===== src/rtl/pc_seq_pkg.sv =====
// Shared encodings for the PC sequencer: pc_gen branch controls, FSM states, interrupt vector.
package pc_seq_pkg;

  localparam logic [1:0] BRA_INC = 2'd0;
  localparam logic [1:0] BRA_IRQ = 2'd1;
  localparam logic [1:0] BRA_IMM = 2'd2;
  localparam logic [1:0] BRA_REG = 2'd3;

  localparam logic [0:0] ST_RUN   = 1'b0;
  localparam logic [0:0] ST_FLUSH = 1'b1;

  // Handler entry; pc_gen produces it itself when bra_ctl selects BRA_IRQ.
  localparam int IRQ_VECTOR = 0;

endpackage


===== src/rtl/pc_seq_if.sv =====
// Decoder / pc_gen side bundle of the PC sequencer; the sequencer uses the slave modport.
interface pc_seq_if #(
  parameter int PCMSB = 8
);
  logic             stall_i;
  logic [PCMSB:0]   pc_i;
  logic             br_req_i;
  logic             br_sel_i;
  logic [PCMSB:0]   br_immed_i;
  logic [PCMSB:0]   br_reg_i;
  logic             call_i;
  logic             ret_i;
  logic             reti_i;
  logic             irq_i;
  logic             pc_en_o;
  logic [1:0]       bra_ctl_o;
  logic [PCMSB:0]   immed_o;
  logic [PCMSB:0]   reg_o;
  logic             flush_o;
  logic             irq_ack_o;
  logic             ie_o;
  logic [PCMSB:0]   epc_o;
  logic             stk_err_o;

  modport master (
    output stall_i, pc_i, br_req_i, br_sel_i, br_immed_i, br_reg_i,
           call_i, ret_i, reti_i, irq_i,
    input  pc_en_o, bra_ctl_o, immed_o, reg_o, flush_o, irq_ack_o,
           ie_o, epc_o, stk_err_o
  );

  modport slave (
    input  stall_i, pc_i, br_req_i, br_sel_i, br_immed_i, br_reg_i,
           call_i, ret_i, reti_i, irq_i,
    output pc_en_o, bra_ctl_o, immed_o, reg_o, flush_o, irq_ack_o,
           ie_o, epc_o, stk_err_o
  );
endinterface


===== src/rtl/pc_stack.sv =====
// Circular call/return stack: pointer wraps on overflow and underflow, sticky error flag.
module pc_stack
  import pc_seq_pkg::*;
#(
  parameter int PCMSB = 8,
  parameter int DEPTH = 4
) (
  input  logic           clk,
  input  logic           rst,
  input  logic           push,
  input  logic           pop,
  input  logic [PCMSB:0] push_pc,
  output logic [PCMSB:0] top,
  output logic           err
);
  localparam int PW = $clog2(DEPTH);
  localparam logic [PW-1:0] PTR_ONE  = PW'(1);
  localparam logic [PW:0]   CNT_ONE  = (PW+1)'(1);
  localparam logic [PW:0]   CNT_FULL = (PW+1)'(DEPTH);

  logic [PCMSB:0] mem [DEPTH];
  logic [PW-1:0]  ptr;
  logic [PW-1:0]  ptr_m1;
  logic [PW:0]    cnt;

  assign ptr_m1 = ptr - PTR_ONE;
  assign top    = mem[ptr_m1];

  always_ff @(posedge clk) begin
    if (push) mem[ptr] <= push_pc;
  end

  // cnt saturates at both ends so the wrap cases are detectable as errors
  always_ff @(posedge clk) begin
    if (rst) begin
      ptr <= '0;
      cnt <= '0;
      err <= 1'b0;
    end else if (push) begin
      ptr <= ptr + PTR_ONE;
      if (cnt == CNT_FULL) err <= 1'b1;
      else                 cnt <= cnt + CNT_ONE;
    end else if (pop) begin
      ptr <= ptr_m1;
      if (cnt == '0) err <= 1'b1;
      else           cnt <= cnt - CNT_ONE;
    end
  end
endmodule


===== src/rtl/pc_seq.sv =====
// PC sequencer for pc_gen: branch/call/return/interrupt selection plus one-cycle annul.
// Optional hardware call stack enabled by `define PC_SEQ_CALL_STACK_EN.
module pc_seq
  import pc_seq_pkg::*;
#(
  parameter int PCMSB = 8,
  parameter int DEPTH = 4
) (
  input logic     clock_i,
  input logic     reset_i,
  pc_seq_if.slave bus
);
  logic [0:0]     state;
  logic           adv;
  logic           go_flush;
  logic           do_reti;
  logic           do_ret;
  logic           do_call;
  logic           do_irq;
  logic [1:0]     bra_ctl;
  logic [PCMSB:0] reg_tgt;
  logic           ie;
  logic [PCMSB:0] epc;
  logic [PCMSB:0] stk_top;
  logic           stk_err;

  assign adv = !bus.stall_i && !reset_i;

  always_comb begin
    bra_ctl  = BRA_INC;
    reg_tgt  = bus.br_reg_i;
    go_flush = 1'b0;
    do_reti  = 1'b0;
    do_ret   = 1'b0;
    do_call  = 1'b0;
    do_irq   = 1'b0;
    // Only RUN serves requests; in FLUSH they belong to the annulled instruction
    if (state == ST_RUN) begin
      if (bus.reti_i) begin
        bra_ctl  = BRA_REG;
        reg_tgt  = epc;
        do_reti  = 1'b1;
        go_flush = 1'b1;
`ifdef PC_SEQ_CALL_STACK_EN
      end else if (bus.ret_i) begin
        bra_ctl  = BRA_REG;
        reg_tgt  = stk_top;
        do_ret   = 1'b1;
        go_flush = 1'b1;
`endif
      end else if (bus.call_i) begin
        bra_ctl  = BRA_IMM;
        do_call  = 1'b1;
        go_flush = 1'b1;
      end else if (bus.br_req_i) begin
        bra_ctl  = bus.br_sel_i ? BRA_REG : BRA_IMM;
        go_flush = 1'b1;
      end else if (bus.irq_i && ie) begin
        bra_ctl  = BRA_IRQ;
        do_irq   = 1'b1;
        go_flush = 1'b1;
      end
    end
  end

  always_ff @(posedge clock_i) begin
    if (reset_i) begin
      state <= ST_RUN;
      ie    <= 1'b1;
      epc   <= '0;
    end else if (!bus.stall_i) begin
      state <= go_flush ? ST_FLUSH : ST_RUN;
      if (do_reti) ie <= 1'b1;
      if (do_irq) begin
        epc <= bus.pc_i;
        ie  <= 1'b0;
      end
    end
  end

`ifdef PC_SEQ_CALL_STACK_EN
  pc_stack #(
    .PCMSB (PCMSB),
    .DEPTH (DEPTH)
  ) u_stack (
    .clk     (clock_i),
    .rst     (reset_i),
    .push    (do_call && adv),
    .pop     (do_ret && adv),
    .push_pc (bus.pc_i),
    .top     (stk_top),
    .err     (stk_err)
  );
`else
  // Without the stack a return request has no effect at all
  logic unused_ret;
  logic unused_ctl;
  assign unused_ret = bus.ret_i;
  assign unused_ctl = do_ret;
  assign stk_top    = '0;
  assign stk_err    = 1'b0;
`endif

  assign bus.pc_en_o   = adv;
  assign bus.bra_ctl_o = bra_ctl;
  assign bus.immed_o   = bus.br_immed_i;
  assign bus.reg_o     = reg_tgt;
  assign bus.flush_o   = (state == ST_FLUSH) && !reset_i;
  assign bus.irq_ack_o = do_irq && adv;
  assign bus.ie_o      = ie;
  assign bus.epc_o     = epc;
  assign bus.stk_err_o = stk_err;
endmodule


===== src/flat_wrapper.sv =====
// flat-port wrapper written by rule: the top's interface ports become plain ports
module pc_seq_flat import pc_seq_pkg::*;
#(
  parameter int PCMSB = 8,
  parameter int DEPTH = 4
)
  (clock_i, reset_i, bus_stall_i, bus_pc_i, bus_br_req_i, bus_br_sel_i, bus_br_immed_i, bus_br_reg_i, bus_call_i, bus_ret_i, bus_reti_i, bus_irq_i, bus_pc_en_o, bus_bra_ctl_o, bus_immed_o, bus_reg_o, bus_flush_o, bus_irq_ack_o, bus_ie_o, bus_epc_o, bus_stk_err_o);
  pc_seq_if #(.PCMSB(PCMSB)) bus_i ();
  input logic clock_i;
  input logic reset_i;
  input wire logic [$bits(bus_i.stall_i)-1:0] bus_stall_i;
  input wire logic [$bits(bus_i.pc_i)-1:0] bus_pc_i;
  input wire logic [$bits(bus_i.br_req_i)-1:0] bus_br_req_i;
  input wire logic [$bits(bus_i.br_sel_i)-1:0] bus_br_sel_i;
  input wire logic [$bits(bus_i.br_immed_i)-1:0] bus_br_immed_i;
  input wire logic [$bits(bus_i.br_reg_i)-1:0] bus_br_reg_i;
  input wire logic [$bits(bus_i.call_i)-1:0] bus_call_i;
  input wire logic [$bits(bus_i.ret_i)-1:0] bus_ret_i;
  input wire logic [$bits(bus_i.reti_i)-1:0] bus_reti_i;
  input wire logic [$bits(bus_i.irq_i)-1:0] bus_irq_i;
  output wire logic [$bits(bus_i.pc_en_o)-1:0] bus_pc_en_o;
  output wire logic [$bits(bus_i.bra_ctl_o)-1:0] bus_bra_ctl_o;
  output wire logic [$bits(bus_i.immed_o)-1:0] bus_immed_o;
  output wire logic [$bits(bus_i.reg_o)-1:0] bus_reg_o;
  output wire logic [$bits(bus_i.flush_o)-1:0] bus_flush_o;
  output wire logic [$bits(bus_i.irq_ack_o)-1:0] bus_irq_ack_o;
  output wire logic [$bits(bus_i.ie_o)-1:0] bus_ie_o;
  output wire logic [$bits(bus_i.epc_o)-1:0] bus_epc_o;
  output wire logic [$bits(bus_i.stk_err_o)-1:0] bus_stk_err_o;
  assign bus_i.stall_i = bus_stall_i;
  assign bus_i.pc_i = bus_pc_i;
  assign bus_i.br_req_i = bus_br_req_i;
  assign bus_i.br_sel_i = bus_br_sel_i;
  assign bus_i.br_immed_i = bus_br_immed_i;
  assign bus_i.br_reg_i = bus_br_reg_i;
  assign bus_i.call_i = bus_call_i;
  assign bus_i.ret_i = bus_ret_i;
  assign bus_i.reti_i = bus_reti_i;
  assign bus_i.irq_i = bus_irq_i;
  assign bus_pc_en_o = bus_i.pc_en_o;
  assign bus_bra_ctl_o = bus_i.bra_ctl_o;
  assign bus_immed_o = bus_i.immed_o;
  assign bus_reg_o = bus_i.reg_o;
  assign bus_flush_o = bus_i.flush_o;
  assign bus_irq_ack_o = bus_i.irq_ack_o;
  assign bus_ie_o = bus_i.ie_o;
  assign bus_epc_o = bus_i.epc_o;
  assign bus_stk_err_o = bus_i.stk_err_o;
  pc_seq #(.PCMSB(PCMSB), .DEPTH(DEPTH)) u_core (.clock_i(clock_i), .reset_i(reset_i), .bus(bus_i));
endmodule

===== config.mk =====
export PLATFORM = sky130hd
export DESIGN_NAME = pc_seq_flat
export DESIGN_NICKNAME = d
export VERILOG_FILES = /design/src/rtl/pc_seq_pkg.sv /design/src/rtl/pc_seq_if.sv /design/src/rtl/pc_stack.sv /design/src/rtl/pc_seq.sv /design/src/flat_wrapper.sv
export SDC_FILE = /design/constraint.sdc
export NUM_CORES = 1
export LEC_CHECK = 0
export CAP_MARGIN = 20
export CORE_UTILIZATION = 32
export CTS_CLUSTER_SIZE = 24
export DETAILED_ROUTE_END_ITERATION = 6
export GPL_TIMING_DRIVEN = 0
export PLACE_DENSITY_LB_ADDON = 0.15
export SLEW_MARGIN = 20
export SYNTH_ARGS = -nofsm -noshare
export SYNTH_HDL_FRONTEND = slang
export SYNTH_SLANG_ARGS = --single-unit
export TNS_END_PERCENT = 100

===== constraint.sdc =====
create_clock -name clock_i -period 3.2 [get_ports clock_i]
set_clock_uncertainty 0.15 [all_clocks]
set_input_delay 0.8 -clock clock_i [delete_from_list [all_inputs] [get_ports clock_i]]
set_output_delay 0.8 -clock clock_i [all_outputs]
set_load 0.02 [all_outputs]

# --- Word-level counts from Yosys, hierarchy flattened ---
# Cells that the tools add are included.
word_totals:
  ff_bits: 11
  output_inout_bits: 34
  elab_cells: 35
op_classes:
  muxes: 22
  n_bitwise: 1
  n_reduce_logical: 9
op_table:
  columns: ["cell", "count"]
  rows:
  - ["$mux 9", 2]
  - ["$mux 1", 16]
  - ["$mux 2", 4]
  - ["$logic_and 1x1->1", 4]
  - ["$reduce_and 2->1", 2]
  - ["$logic_not 1->1", 2]
  - ["$reduce_bool 2->1", 1]
  - ["$not 1->1", 1]

# --- Longest topological paths before layout ---
depth:
  word_depth: 8
  mapped_depth: 4
  ltp_nobuf: 3

# --- Worst setup path after synthesis ---
# OpenSTA, ideal clock, no wires.
synth_timing:
  kind: "input port to output port"
  from: "input port bus_br_req_i"
  to: "output port bus_irq_ack_o"
  arrival_ns: 1.839
  required_ns: 2.250
  path_slack_ns: 0.411
  cell_stages: 3
  path_buffers: 0
  path_cell_list: "or3_4 nor4b_4 nor2b_1"
synth_between:
  elab_chain_cells: 5
synth_lines:
  columns: ["element", "line", "text"]
  rows:
  - ["start, declared", "flat_wrapper.sv:13", "input wire logic [$bits(bus_i.br_req_i)-1:0] bus_br_req_i;"]
  - ["$mux 1", "pc_seq.sv:55", "end else if (bus.br_req_i) begin"]
  - ["$mux 1", "pc_seq.sv:51", "end else if (bus.call_i) begin"]
  - ["$mux 1", "pc_seq.sv:39", "if (bus.reti_i) begin"]
  - ["$mux 1", "pc_seq.sv:38", "if (state == ST_RUN) begin"]
  - ["$logic_and 1x1->1", "pc_seq.sv:109", "assign bus.irq_ack_o = do_irq && adv;"]
  - ["end, declared", "flat_wrapper.sv:26", "output wire logic [$bits(bus_i.irq_ack_o)-1:0] bus_irq_ack_o;"]
# Every way passes these cells.

# --- Final worst setup path ---
layout_timing:
  from: "input port reset_i"
  to: "output port bus_pc_en_o"
layout_between:
  elab_chain_cells: 2
layout_lines:
  columns: ["element", "line", "text"]
  rows:
  - ["start, declared", "flat_wrapper.sv:10", "input logic reset_i;"]
  - ["$logic_not 1->1", "pc_seq.sv:27", "assign adv = !bus.stall_i && !reset_i;"]
  - ["$logic_and 1x1->1", "pc_seq.sv:27", null]
  - ["end, declared", "flat_wrapper.sv:21", "output wire logic [$bits(bus_i.pc_en_o)-1:0] bus_pc_en_o;"]
# Every way passes these cells.

==> results.cfg <==
[logic_synthesis]
ys_top_cells_by_area = dfxtp_1, nand2b_1, mux2_2
syn_area_sq_um = 749
synth_ff_type = dfxtp_1
syn_inst = 78
async_flop_share = 0
synth_edf_count = 0
yosysUniqueCellTypes = 20
synth_seq_area_share = 0.294
synth_top_area_frac = 0.294
yosys.area.top_type = dfxtp_1
synth.ff_latch_count = 11
syn_nets = 114
avgSynthCellArea_sq_um = 9.61
synth_warnings = 0

[finish]
final_cell_area_sq_mm = 0.00140
n_antenna_cell = 0
area_growth_pct = 86.5
layout_commonest_cell = clkdlybuf4s50_1
layout-drive-gt1-share = 0.213
nets = 178
layout_common_cells = clkdlybuf4s50_1, nand2b_1, buf_4

[worst_setup_path]
critPathArrivalTime_ps = 2170
path_class = in -> out
worst_path_max_delay_cell = clkdlybuf4s50_1
rrSetupSlack_ps = 1730
critical_path_required_ps = 2250
critPathCaptureType = primary output
cp-start-kind = input port
crit_fanout = 10
crit_chain = clkdlybuf4s50_1 -> clkbuf_2 -> nor2_1 -> clkdlybuf4s50_1
crit_top_cell = clkdlybuf4s50_1
slowest_delay_ps = 600

[clock_network]
cts_tree = built
path_clk_slew_ps = 60
ctsHoldBuffers = 0
cts_buffers = 3
clock_latency_ps = 260
clk_path_buf_depth = 2
clock-sinks = 11
clock-root-buffer = clkbuf_4
h-tree-depth = 1

[sta]
setup_violations = 0
holdWs_ps = 344
hold_viol = 0
max_clock_freq_mhz = 320
drv_slew = 0
post-route-min-period_ps = 3120
rsz0062_at_grt = no
fin_crit_sh = 0.976

[die]
core_sq_mm = 0.00221
chipHeight_um = 50.4
die_area_sq_mm = 0.00254
ios = 70
die_w_um = 50.4
initial_utilization = 0.339
rows = 17

[placement]
gp_congestion = 0.642
placed_area_sq_mm = 0.00137
hpwlAfterDp_um = 1550
place.port_buffers = 58

[global_routing]
grt_first_pass_wirelength_um = 3200
antenna_found_initial = 0
grt_usage = 0.164
grt_pass1_vias = 745
grt_max_degree = 11
grt_overflow = 0

[route]
vias = 771
detail_route.wl_per_cell_um = 11.7
drt-vias-per-instance = 4.56
dr.first_iter.drc_count = 6
drtPass1Iterations = 3
wirelength_um = 1980
drc = 0
ant_nets = 0

[job]
drv_cap = 0

[power]
leakage_uw = 0.000606
ir_drop_v = 0.000194
power_density_mw_per_mm2 = 265

[worst_hold_path]
hold_class = reg -> reg

[status]
status = completed
## what timing repair did
action | 4_1_cts | 5_1_grt
pin swaps | 1 | 2
resized for setup | 17 | 4
setup buffers | 0 | 1
setup endpoints to repair | 13 | 11
cloned | 0 | 0
## final timing paths
check                      start                   to  depth (start not counted)
max reg2reg      u_core.bus.ie_o  u_core.bus.epc_o[6]                          5
min          u_core.bus.epc_o[8]  u_core.bus.epc_o[8]                          2
max                      reset_i          bus_pc_en_o                          4
min reg2reg  u_core.bus.epc_o[8]  u_core.bus.epc_o[8]                          2
## cell type report
type	instances	area, sq um
fill	192	815
buffer	14	103
sequential	11	220
timing repair buffer	59	583
tap	28	35.0
multi-input combinational	53	430
clock buffer	4	26.3
## state kept, by name (all words and copies together) (netlist names)
register / count
u_core.state: 1
u_core.bus.ie_o: 1
u_core.bus.epc_o: 9
## critical path: cells and delay by family
family                 cells  cell delay, ps
buffers and inverters      3            1260
and+or+nand+nor            1             110
## power breakdown
group | switching, uW | internal [uW]
combinational | 56.0 | 80.6
sequential | 3.05 | 139
clock | 43.5 | 48.1
## metal layers
metal,routed length [um],share of wire,vias to the layer above,GRT usage
met5,0,0,-,0
met4,0,0,0,0.0417
met3,220,0.11,0,0.0545
met2,956,0.48,40,0.293
met1,802,0.41,353,0.184
li1,-,-,378,-
## synthesized netlist by cell type (all sizes together) (2+ instances only)
library cell and number:
nor2b 3, buf 12, mux2 9, nor2 2, clkbuf 2, mux2i 10, dfxtp 11, nand2b 19
## per-stage QoR
step	utilization	instances	setup slack, ps	power (uW)	TNS, ps
global route	0.632	169	14.0	394	0
floorplan	-	78	411	215	0
finish	0.632	169	76.7	371	0
global placement	0.617	164	-486	288	-2710
detailed placement	0.617	164	-500	290	-2880
CTS	0.624	168	-7.71	379	-7.71
## cells by family after synthesis
| family | synth area share |
|---|---|
| compound gates | 0.0467 |
| mux | 0.269 |
| other cells | 0.00500 |
| flops | 0.294 |
| buf+inv | 0.132 |
| simple gates | 0.254 |
(Power assumes the default switching activity.)
